[src/rtl/snake_game_ctrl.sv]
// Snake game sequencer: move tick, direction filter, collision and score FSM.
// Define SNAKE_WRAP_EN to make walls wrap modulo 8 instead of ending the game.
module snake_game_ctrl #(
    parameter int TICK_DIV  = 8,
    parameter int CNT_W     = 24,
    parameter int WIN_SCORE = 13
) (
    input  logic       clk,
    input  logic       reset,
    input  logic       start,
    input  logic       pause,
    input  logic       dir_req_valid,
    input  logic [1:0] dir_req,
    input  logic [2:0] head_x,
    input  logic [2:0] head_y,
    input  logic [2:0] body1_x,
    input  logic [2:0] body1_y,
    input  logic [2:0] body2_x,
    input  logic [2:0] body2_y,
    input  logic [2:0] food_x,
    input  logic [2:0] food_y,
    output logic       move_enable,
    output logic [1:0] direction,
    output logic       grow,
    output logic       food_req,
    output logic       body_reset,
    output logic [3:0] score,
    output logic [2:0] state
);

    typedef enum logic [2:0] {
        S_IDLE  = 3'd0,
        S_RUN   = 3'd1,
        S_PAUSE = 3'd2,
        S_OVER  = 3'd3,
        S_WIN   = 3'd4
    } state_e;

    localparam logic [CNT_W-1:0] CNT_MAX = CNT_W'(TICK_DIV - 1);
    localparam logic [3:0]       WIN_S   = 4'(WIN_SCORE);

    state_e           state_q, state_d;
    logic [1:0]       dir_q, dir_d;
    logic [1:0]       pend_q, pend_d;
    logic [CNT_W-1:0] cnt_q, cnt_d;
    logic [3:0]       score_q, score_d;
    logic             move_q, move_d;
    logic             grow_q, grow_d;
    logic             food_q, food_d;
    logic             brst_q, brst_d;

    logic       tick;
    logic       wall;
    logic       eat;
    logic       self_hit;
    logic       dir_ok;
    logic [2:0] nx, ny;

    assign tick = (state_q == S_RUN) && (cnt_q == CNT_MAX);

    always_comb begin
        nx = head_x;
        ny = head_y;
        unique case (pend_q)
            2'b00: ny = head_y - 3'd1;
            2'b01: ny = head_y + 3'd1;
            2'b10: nx = head_x - 3'd1;
            2'b11: nx = head_x + 3'd1;
        endcase
    end

`ifdef SNAKE_WRAP_EN
    assign wall = 1'b0;
`else
    always_comb begin
        wall = 1'b0;
        unique case (pend_q)
            2'b00: wall = (head_y == 3'd0);
            2'b01: wall = (head_y == 3'd7);
            2'b10: wall = (head_x == 3'd0);
            2'b11: wall = (head_x == 3'd7);
        endcase
    end
`endif

    assign eat = (nx == food_x) && (ny == food_y);
    // Without growth the tail cell is vacated on this move, so it only blocks when eating.
    assign self_hit = ((nx == body1_x) && (ny == body1_y))
                    || ((nx == body2_x) && (ny == body2_y) && eat);

    assign dir_ok = dir_req_valid
                  && ((state_q == S_RUN) || (state_q == S_PAUSE))
                  && !((dir_req[1] == dir_q[1]) && (dir_req[0] != dir_q[0]));

    always_comb begin
        state_d = state_q;
        dir_d   = dir_q;
        pend_d  = pend_q;
        cnt_d   = cnt_q;
        score_d = score_q;
        move_d  = 1'b0;
        grow_d  = 1'b0;
        food_d  = 1'b0;
        brst_d  = 1'b0;
        if (dir_ok) begin
            pend_d = dir_req;
        end
        unique case (state_q)
            S_IDLE: begin
                if (start) begin
                    state_d = S_RUN;
                    cnt_d   = '0;
                end
            end
            S_RUN: begin
                cnt_d = tick ? '0 : cnt_q + CNT_W'(1);
                if (pause) begin
                    state_d = S_PAUSE;
                end
                if (tick) begin
                    if (wall || self_hit) begin
                        state_d = S_OVER;
                    end else begin
                        move_d = 1'b1;
                        grow_d = eat;
                        dir_d  = pend_q;
                    end
                end
            end
            S_PAUSE: begin
                if (pause) begin
                    state_d = S_RUN;
                end
            end
            S_OVER, S_WIN: begin
                if (start) begin
                    state_d = S_IDLE;
                    brst_d  = 1'b1;
                    score_d = '0;
                    dir_d   = 2'b01;
                    pend_d  = 2'b01;
                    cnt_d   = '0;
                end
            end
            default: state_d = S_IDLE;
        endcase
        // Food follow-up runs the cycle after a growing move.
        if (move_q && grow_q) begin
            food_d = 1'b1;
            if (score_q != 4'd15) begin
                score_d = score_q + 4'd1;
            end
            if (score_d == WIN_S) begin
                state_d = S_WIN;
            end
        end
    end

    always_ff @(posedge clk or posedge reset) begin
        if (reset) begin
            state_q <= S_IDLE;
            dir_q   <= 2'b01;
            pend_q  <= 2'b01;
            cnt_q   <= '0;
            score_q <= '0;
            move_q  <= 1'b0;
            grow_q  <= 1'b0;
            food_q  <= 1'b0;
            brst_q  <= 1'b0;
        end else begin
            state_q <= state_d;
            dir_q   <= dir_d;
            pend_q  <= pend_d;
            cnt_q   <= cnt_d;
            score_q <= score_d;
            move_q  <= move_d;
            grow_q  <= grow_d;
            food_q  <= food_d;
            brst_q  <= brst_d;
        end
    end

    assign move_enable = move_q;
    assign direction   = dir_q;
    assign grow        = grow_q;
    assign food_req    = food_q;
    assign body_reset  = brst_q;
    assign score       = score_q;
    assign state       = state_q;

endmodule
[config.mk]
export PLATFORM = sky130hd
export DESIGN_NAME = snake_game_ctrl
export DESIGN_NICKNAME = d
export VERILOG_FILES = /design/src/rtl/snake_game_ctrl.sv
export SDC_FILE = /design/constraint.sdc
export NUM_CORES = 1
export LEC_CHECK = 0
export CAP_MARGIN = 30
export CORE_MARGIN = 2
export CORE_UTILIZATION = 32
export DETAILED_ROUTE_END_ITERATION = 8
export GPL_TIMING_DRIVEN = 1
export HOLD_SLACK_MARGIN = 0.03
export PLACE_DENSITY_LB_ADDON = 0.2
export SLEW_MARGIN = 20
export SYNTH_ARGS = -nofsm -noshare
export SYNTH_HDL_FRONTEND = slang
export SYNTH_SLANG_ARGS = --single-unit
[constraint.sdc]
create_clock -name clk -period 3.6 [get_ports clk]
set_input_delay 0.54 -clock clk [delete_from_list [all_inputs] [get_ports clk]]
set_output_delay 0.54 -clock clk [all_outputs]
set_load 0.1 [all_outputs]
### Yosys cells after proc, flatten, opt, wreduce, memory -nomap -nowiden

Index checks and enable logic that the tools add are counted.

| cells by class | value |
|---|---|
| bitwise gates (word level) | 0 |
| $lt $le $gt $ge | 0 |
| shift-type cells | 0 |
| div/mod/pow operators | 0 |
| $mul | 0 |
| equality and inequality tests | 24 |
| mux-type cells | 36 |
| add/subtract/negate cells | 6 |
| reduce and logical (&&, ||, !) cells | 23 |

Operator list:

| kind | count |
|---|---|
| 24-bit two-way mux | 2 |
| 24-bit one-hot mux with 2 select lines | 1 |
| 24-bit by 1-bit adder with 24-bit output (second input constant) | 1 |
| 24-bit by 3-bit equality test with 1-bit output (second input constant) | 1 |
| 3-bit two-way mux | 8 |
| 4-bit two-way mux | 5 |
| 3-bit equality test | 6 |
| 2-bit two-way mux | 6 |
| 3-bit one-hot mux with 2 select lines | 2 |
| 3-bit one-hot mux with 4 select lines | 1 |
| 3-bit equality test (second input constant) | 3 |
| 1-bit logical AND | 9 |
| 3-bit logical NOT | 3 |
| 1-bit two-way mux | 9 |
| 3-bit by 1-bit adder with 3-bit output (second input constant) | 2 |
| 3-bit by 2-bit equality test with 1-bit output (second input constant) | 2 |
| 2-bit inequality test (second input constant) | 3 |
| 3-bit by 1-bit subtractor with 3-bit output (second input constant) | 2 |
| 4-bit by 1-bit adder with 4-bit output (second input constant) | 1 |
| 2-bit equality test (second input constant) | 2 |
| 4-bit equality test (second input constant) | 1 |
| 4-bit inequality test (second input constant) | 1 |
| 1-bit one-hot mux with 4 select lines | 1 |
| 2-bit one-hot mux with 2 select lines | 1 |
| 13 further kinds | 16 |

| storage, ports and cells | value |
|---|---|
| bits in latches | 0 |
| word-level logic and storage cells | 98 |
| memories | 0 |
| output and inout port bits | 13 |
| register bits after elaboration | 39 |
| bits in read-only memories | 0 |
| memory bits (writable) | 0 |
| bits of input ports | 31 |

### Depth between registers and ports, before layout

Gate-level depths: netlist (run 1).

| logic depth | value |
|---|---|
| word-level depth | 12 |
| mapped depth | 10 |
| mapped depth without buffers | 8 |

### Worst setup path before layout (run 1)

OpenSTA, ideal clock, no wires.

| timing | value |
|---|---|
| path kind | reg-to-reg |
| start point | register pend_q[1] |
| end point | register grow_q (netlist: grow) |
| data required time | 3.481 ns |
| buffers on the path | 2 |
| clock period less this slack | 2.507 ns |
| library setup time | 0.119 ns |
| path slack | 1.093 ns |
| data arrival time | 2.388 ns |
| stages on the path, launching flop included | 11 |
| cells stage by stage | dfrtp_1 buf_6 buf_6 and2_1 fa_1 xor2_4 and2_4 o221ai_2 o41ai_2 a211oi_2 and2_1 |

| between the ends | value |
|---|---|
| word-level cells in the longest chain between the ends | 10 |
| elaborated cells on any way between the ends | 22 |
| those cells by class | 9 x eq/ne; 6 x mux; 7 x reduce/logical |

RTL lines:

| item | RTL line | text |
|---|---|---|
| start: declaration | 44 | `logic [1:0] pend_q, pend_d;` |
| start signal: assignment | 173 | `pend_q <= pend_d;` |
| 2-bit equality test, or another cell as far along | 64, 77 |  |
| 3-bit one-hot mux with 2 select lines | 64 | `unique case (pend_q)` |
| 3-bit equality test (on tied branches) | 89, 86 |  |
| 1-bit logical AND (on tied branches) | 89, 86 |  |
| 1-bit logical AND | 89 | `\|\| ((nx == body2_x) && (ny == body2_y) && eat);` |
| 1-bit logical OR | 89 |  |
| 1-bit logical OR | 121 | `if (wall \|\| self_hit) begin` |
| 1-bit two-way mux (*) | 121 |  |
| 1-bit two-way mux (*) | 120 | `if (tick) begin` |
| 1-bit two-way mux (*) | 108 | `unique case (state_q)` |
| net grow_d | 48 | `logic grow_q, grow_d;` |
| end signal: assignment | 177 | `grow_q <= grow_d;` |
| end: declaration | 48 |  |

Mark *: on every way through the listed nets, which the timed path passes. The rest lies on a longest branch.
A chain may end at the register's enable or synchronous reset.

### Final worst setup path (run 1)

| timing | value |
|---|---|
| start point | input port head_x[0] |
| end point | register grow_q (netlist: grow) |

| between the ends | value |
|---|---|
| word-level cells in the longest chain between the ends | 10 |
| elaborated cells on any way between the ends | 18 |
| those cells by class | 2 x add/sub; 4 x eq/ne; 5 x mux; 7 x reduce/logical |

RTL lines:

| item | RTL line | text |
|---|---|---|
| start: declaration | 14 | `input logic [2:0] head_x,` |
| 3-bit by 1-bit adder with 3-bit output or 3-bit by 1-bit subtractor with 3-bit output (tied branches) | 68, 67 |  |
| 3-bit one-hot mux with 2 select lines | 64 |  |
| 3-bit equality test (on tied branches) | 89, 86 |  |
| 1-bit logical AND (on tied branches) | 89, 86 |  |
| 1-bit logical AND | 89 |  |
| 1-bit logical OR | 89 |  |
| 1-bit logical OR | 121 |  |
| 1-bit two-way mux (*) | 121 |  |
| 1-bit two-way mux (*) | 120 |  |
| 1-bit two-way mux (*) | 108 |  |
| net grow_d | 48 |  |

Marked as above.

==> key figures, run 1 <==
Timing
  • Relative slew slack: 32.9%
  • Tmin final: 2880 ps
  • Fin Setup TNS: 0 ps
  • Pins over their slew limit: 0
  • Final hold violations: 0
  • Fmax: 0.347 GHz
  • Fin crit share: 80.1%
  • Slew @ Worst Pin: 1000 ps
  • Setup violations, final: 0
  • Max Clock Skew: 7.78 ps
  • RSZ-0062 raised after global routing: false

Power
  • LEAKAGE: 0.00134 uW
  • Max IR drop VDD: 0.211 mV
  • PD cells: 530 mW/mm^2

Final layout
  • Fill count: 871
  • Antenna Cells: 0
  • Final core utilization: 39.5%
  • Final nets: 362
  • P&R area growth vs syn: 20.3%
  • Share of cells above drive strength 1: 7.95%

Placement
  • Routability cong.: 0.833
  • Port Buffers: 43
  • Dpl hpwl: 4420 um

Synth
  • Yosys cell types: 53
  • Net Count, Synth: 324
  • Post-synthesis sequential area ratio: 36.4%
  • YS warnings: 0
  • Syn Inst Count: 288
  • Mapped Area: 0.00269 sq mm
  • Post-synth EDFFs: 0
  • Synth Area per Inst: 9.32 sq um
  • Post-synthesis sequential element count: 39
  • Synth Flop Type: dfrtp_1
  • Ys async rst share: 100%

Clocking
  • CTS tree: built
  • H-tree levels: 2
  • # hold bufs at CTS: 0
  • Root Driver: clkbuf_8
  • Skew-Pair Late Insertion Delay: 290 ps
  • Maximum clock insertion buffer count: 2
  • Post-CTS setup buffer count: 0
  • Resized cells post-CTS: 0
  • Sink Count: 39
  • Clock transition at path regs: 70 ps
  • CTS Buf Count: 5

Route
  • DRT iter0 DRCs: 85
  • Via density: 4.80
  • Routed vias: 2073
  • Routed len/inst: 13.9 um
  • Routed Antenna Nets: 0
  • WL final: 6000 um
  • Post-route DRC violation count: 0
  • Iteration count of the initial detailed-routing pass: 4

Worst setup path
  • CP Launch Type: input pin
  • Slowest stage delay, CP: 620 ps
  • Critical path endpoint category: flip-flop
  • WP data arrival: 3060 ps
  • Flop-to-flop setup slack: 800 ps
  • FF-to-FF path depth: 8
  • Crit-path cells: clkdlybuf4s50_1, inv_1, fa_1, xor2_4, and2_4, o221ai_2, o41ai_2, a211oi_2, and2_1
  • Reg-to-Reg Start: pend_q[1]$_DFF_PP0_
  • Crit Path Max Fanout: 6
  • Critical path data required time: 3780 ps
  • Setup CP Type: input pin to flip-flop
  • Slowest cell on the critical path: clkdlybuf4s50_1
  • Worst reg2reg path endpoint: direction[0]$_DFFE_PP1P_

GRT
  • Global Route Usage Sum: 14.4%
  • Initial antenna violation count: 0
  • Largest net degree at the start of global routing: 40
  • Vias in the first global route: 2010
  • First-pass GRT wire length: 10200 um
  • Congestion Overflow GR: 0

Floorplanning
  • Die H: 95.6 um
  • I/O pins: 44
  • Starting Density: 32.8%
  • # rows: 33
  • Die area: 0.00914 sq mm
  • Core area: 0.00818 sq mm
  • Die span in x: 95.6 um

Min path
  • Min-Delay Endpoint: cnt_q[1]$_DFFE_PP0P_
  • Worst Hold Depth: 2
  • HP Start: cnt_q[1]$_DFFE_PP0P_
  • Hold WC Path Type: flip-flop to flip-flop

Outcome
  • Status: complete, no violations

Job
  • Max_cap viols: 0
==> cells by family (layout without fill, tap and decap cells) <==
group | count (synthesis) | count (layout) | synth area share, %
XOR/XNOR | 49 | 49 | 16.7
flip-flops | 39 | 39 | 36.4
adder cells (fa/ha/maj) | 5 | 5 | 2.89
AO/OA/AOI/OAI | 29 | 29 | 7.92
buffers and inverters | 26 | 65 | 5.68
multiplexers | 8 | 8 | 3.03
AND/OR/NAND/NOR | 132 | 132 | 27.4
==> layer usage <==
layer	up-vias	global-route usage (%)	share of wire (%)
met1	963	20.8	52
met5	-	0	0
met3	6	3.00	5.0
met4	0	3.93	1.1
li1	1062	-	-
met2	42	22.0	42
==> worst max-delay path: cells and delay by family <==
| family | cells | cell delay, ps |
|---|---|---|
| AO/OA/AOI/OAI | 3 | 670 |
| AND/OR/NAND/NOR | 2 | 390 |
| buffers and inverters | 2 | 730 |
| adder cells (fa/ha/maj) | 1 | 510 |
| XOR/XNOR | 1 | 220 |
==> worst max-delay path by stage <==
stage,cells after the start,endpoint,slack (ps),startpoint
2_1_floorplan,10,grow$_DFF_PP0_,1090,pend_q[1]$_DFF_PP0_
3_3_place_gp,9,grow$_DFF_PP0_,470,head_x[0]
3_5_place_dp,9,grow$_DFF_PP0_,390,head_x[0]
5_1_grt,9,grow$_DFF_PP0_,570,head_x[0]
6_report,9,grow$_DFF_PP0_,720,head_x[0]
4_1_cts,9,grow$_DFF_PP0_,690,head_x[0]
==> sequential cells by signal, summed over array words and instances, names as in the netlist <==
name         cells
state            3
food_req         1
score            4
direction        2
cnt_q           24
pend_q           2
grow             1
move_enable      1
body_reset       1
==> where the power goes <==
group / internal, uW / leakage, uW / switching (uW)
sequential: 489 / 0.000530 / 108
clock: 136 / 0.0000422 / 156
combinational: 303 / 0.000766 / 519
==> cells in the mapped netlist (2+ instances only) <==
library cell	number	area, sq um
and4_1	3	26.3
o221ai_2	2	30.0
a21oi_1	4	20.0
mux2i_1	7	70.1
nor4_4	4	85.1
nand2b_1	3	18.8
xor2_1	22	193
nor4_1	6	37.5
inv_1	12	45.0
o21ai_0	10	50.1
nand2_1	21	78.8
buf_2	2	10.0
nor3_1	8	40.0
or3_1	2	12.5
dfstp_2	2	52.6
nor2b_1	3	18.8
nor2_1	37	139
dfrtp_1	37	926
o21ai_1	2	10.0
fa_1	2	40.0
and3_1	4	25.0
xnor2_1	26	228
buf_4	4	30.0
nor3b_1	2	15.0
buf_6	5	56.3
nand4_1	9	56.3
nand3_1	16	80.1
nand3b_1	2	15.0
and2b_1	2	15.0
and2_1	4	25.0
ha_1	3	37.5
==> cell type report <==
type | instances | area [sq um] | share of cell area [%]
Clock inverter | 1 | 5.00 | 0.155
Tap cell | 105 | 131 | 4.07
Inverter | 13 | 48.8 | 1.51
Clock buffer | 7 | 76.3 | 2.36
Multi-Input combinational cell | 223 | 1550 | 48.1
Timing Repair Buffer | 44 | 435 | 13.5
Sequential cell | 39 | 978 | 30.3
==> cell usage in the layout, fill, tap and decap left out, types with 5 or more instances in the layout <==
cell,instances
clkdlybuf4s50_1,42
nor2_1,37
dfrtp_1,37
xnor2_1,26
xor2_1,22
nand2_1,21
nand3_1,16
inv_1,12
o21ai_0,10
nand4_1,9
nor3_1,8
mux2i_1,7
nor4_1,6
clkbuf_8,5
==> metrics by stage <==
stage | hold WS (ps) | setup WS [ps] | instances | area [sq um] | total power [uW]
after floorplan | 474 | 1090 | 288 | 2690 | 1300
after global placement | 503 | 471 | 424 | 3150 | 1430
after detailed placement | 519 | 388 | 424 | 3150 | 1440
after CTS | 532 | 694 | 432 | 3230 | 1740
after global routing | 584 | 570 | 432 | 3230 | 1840
final | 528 | 717 | 432 | 3230 | 1710
No activity file was read; power rests on OpenSTA's default activity.
==> run 2: changes to the inputs <==
clock period = 2.8 ns   (was 3.6 ns; I/O delays follow)
==> run 2 against run 1 <==
Compared with the run above:
- register-to-register slack got worse by 640 ps
- cell area increased by 1.6%
- flip-flop and latch count unchanged
- via count increased by 1.4%
- non-clock buffer count increased by 9
- critical path depth decreased by 1
- sequential share of layout area decreased by 0.49 points
- combinational power increased by 36%
- critical path type is now flip-flop to flip-flop
- largest power group unchanged
==> key figures, run 2 (synthesis gave the netlist of run 1 again) <==
Floorplanning
  • Core area: 0.00818 sq mm
  • Starting Density: 32.8%
  • Die span in x: 95.6 um
  • # rows: 33
  • I/O pins: 44
  • Die area: 0.00914 sq mm
  • Die H: 95.6 um

Route
  • Post-route DRC violation count: 0
  • DRT iter0 DRCs: 72
  • Iteration count of the initial detailed-routing pass: 4
  • Routed vias: 2103
  • Routed len/inst: 14.1 um
  • WL final: 6220 um
  • Routed Antenna Nets: 0
  • Via density: 4.77

Power
  • LEAKAGE: 0.00141 uW
  • Gate power share: 49.8%
  • P_int: 1220 uW
  • Sw Ratio: 45.7%
  • Reg power frac: 33.0%
  • Clk pwr share: 17.2%
  • Max IR drop VDD: 0.329 mV
  • Overall Power: 2250 uW
  • Sw power: 1030 uW
  • PD cells: 684 mW/mm^2

Final layout
  • Most frequent cells in the layout: nor2_1, dfrtp_1, clkdlybuf4s50_1
  • Largest Register: cnt_q
  • Max reg flops: 24
  • Final core utilization: 40.1%
  • Final nets: 371
  • Post-Layout Inst Area: 0.00328 sq mm
  • Share of cells above drive strength 1: 14.9%
  • Post-Layout Cell Count: 441
  • Antenna Cells: 0
  • P&R area growth vs syn: 22.2%
  • Fill count: 866

Timing
  • Pins over their slew limit: 0
  • Fmax: 0.379 GHz
  • Relative slew slack: 57.3%
  • Slew @ Worst Pin: 641 ps
  • Fin crit share: 94.3%
  • RSZ-0062 raised after global routing: false
  • Setup violations, final: 0
  • Final hold slack: 476 ps
  • Max Clock Skew: 9.18 ps
  • Tmin final: 2640 ps
  • Final hold violations: 0

Clocking
  • Root Driver: clkbuf_8
  • CTS tree: built
  • Clock transition at path regs: 90 ps
  • CTS Buf Count: 5
  • # hold bufs at CTS: 0
  • H-tree levels: 2
  • Sink Count: 39
  • Maximum clock insertion buffer count: 2
  • Post-CTS setup buffer count: 0
  • Resized cells post-CTS: 0
  • Skew-Pair Late Insertion Delay: 290 ps

Placement
  • Port Buffers: 43
  • Placed Area: 0.00319 sq mm
  • Routability cong.: 0.764
  • Cell count after placement: 433
  • Dpl hpwl: 4590 um

Worst setup path
  • Worst reg2reg path endpoint: direction[1]$_DFFE_PP0P_
  • Crit Path Max Fanout: 8
  • Slowest stage delay, CP: 670 ps
  • CP Buf/Inv Count: 0
  • Cell family with most CP delay: flip-flops
  • Setup CP Type: flip-flop to flip-flop
  • Critical path data required time: 3010 ps
  • FF-to-FF path depth: 8
  • Reg-to-Reg Start: pend_q[0]$_DFF_PP1_
  • Slowest cell on the critical path: dfstp_2
  • Crit-path cells: and2_1, fa_1, xor2_1, and4_1, a22oi_1, nor3_1, a211oi_2, mux2i_1
  • CP Launch Type: flip-flop
  • Critical path endpoint category: flip-flop
  • WP data arrival: 2850 ps
  • Flop-to-flop setup slack: 160 ps

GRT
  • Global Route Usage Sum: 14.2%
  • Largest net degree at the start of global routing: 23
  • Congestion Overflow GR: 0
  • Initial antenna violation count: 0
  • First-pass GRT wire length: 10200 um
  • Vias in the first global route: 2056

Min path
  • Hold WC Path Type: input pin to asynchronous set/reset pin

Job
  • Max_cap viols: 0

Outcome
  • Status: complete, no violations
run 2: changes by cell type in the layout (fill, tap and decap cells not counted), sizes merged:
| cell | before | now |
|---|---|---|
| clkinvlp | 0 | 2 |
| clkbuf | 7 | 5 |
| clkdlybuf4s50 | 42 | 30 |
| buf | 2 | 23 |
run 2: cell type report:
| class | count | area [sq um] | area share, % |
|---|---|---|---|
| clock buffers | 5 | 68.8 | 2.10 |
| clock inverters | 3 | 20.0 | 0.610 |
| inverters | 13 | 48.8 | 1.49 |
| multi-input cells | 223 | 1560 | 47.6 |
| flip-flops and latches | 39 | 978 | 29.8 |
| well taps | 105 | 131 | 4.00 |
| repair buffers | 53 | 473 | 14.4 |
run 2: metrics by stage:
step / setup slack [ps] / setup TNS (ps)
6_report: 159 / 0
5_1_grt: 21.8 / 0
4_1_cts: 112 / 0
3_5_place_dp: -80.3 / -192
3_3_place_gp: -20.5 / -32.2
2_1_floorplan: 293 / 0
run 2: worst max-delay path by stage:
stage,startpoint,cells past startpoint,slack (ps),to
2_1_floorplan,pend_q[1]$_DFF_PP0_,10,290,grow$_DFF_PP0_
3_3_place_gp,head_x[0],9,-20,grow$_DFF_PP0_
3_5_place_dp,head_x[0],9,-80,grow$_DFF_PP0_
4_1_cts,pend_q[0]$_DFF_PP1_,8,110,direction[1]$_DFFE_PP0P_
5_1_grt,pend_q[0]$_DFF_PP1_,8,20,direction[0]$_DFFE_PP1P_
6_report,pend_q[0]$_DFF_PP1_,8,160,direction[1]$_DFFE_PP0P_
run 2: layer usage:
layer / routed length [um] / GRT usage (%)
met1: 3260 / 20.4
met2: 2640 / 21.7
met3: 266 / 2.53
met4: 57 / 4.29
met5: 0 / 0
run 2: power by group through the flow:
stage	Clock, uW	Sequential (uW)	Combinational (uW)
2_1_floorplan	0	889	786
3_3_place_gp	0	746	1110
3_5_place_dp	0	751	1120
4_1_cts	406	740	1130
5_1_grt	419	755	1220
6_report	386	741	1120
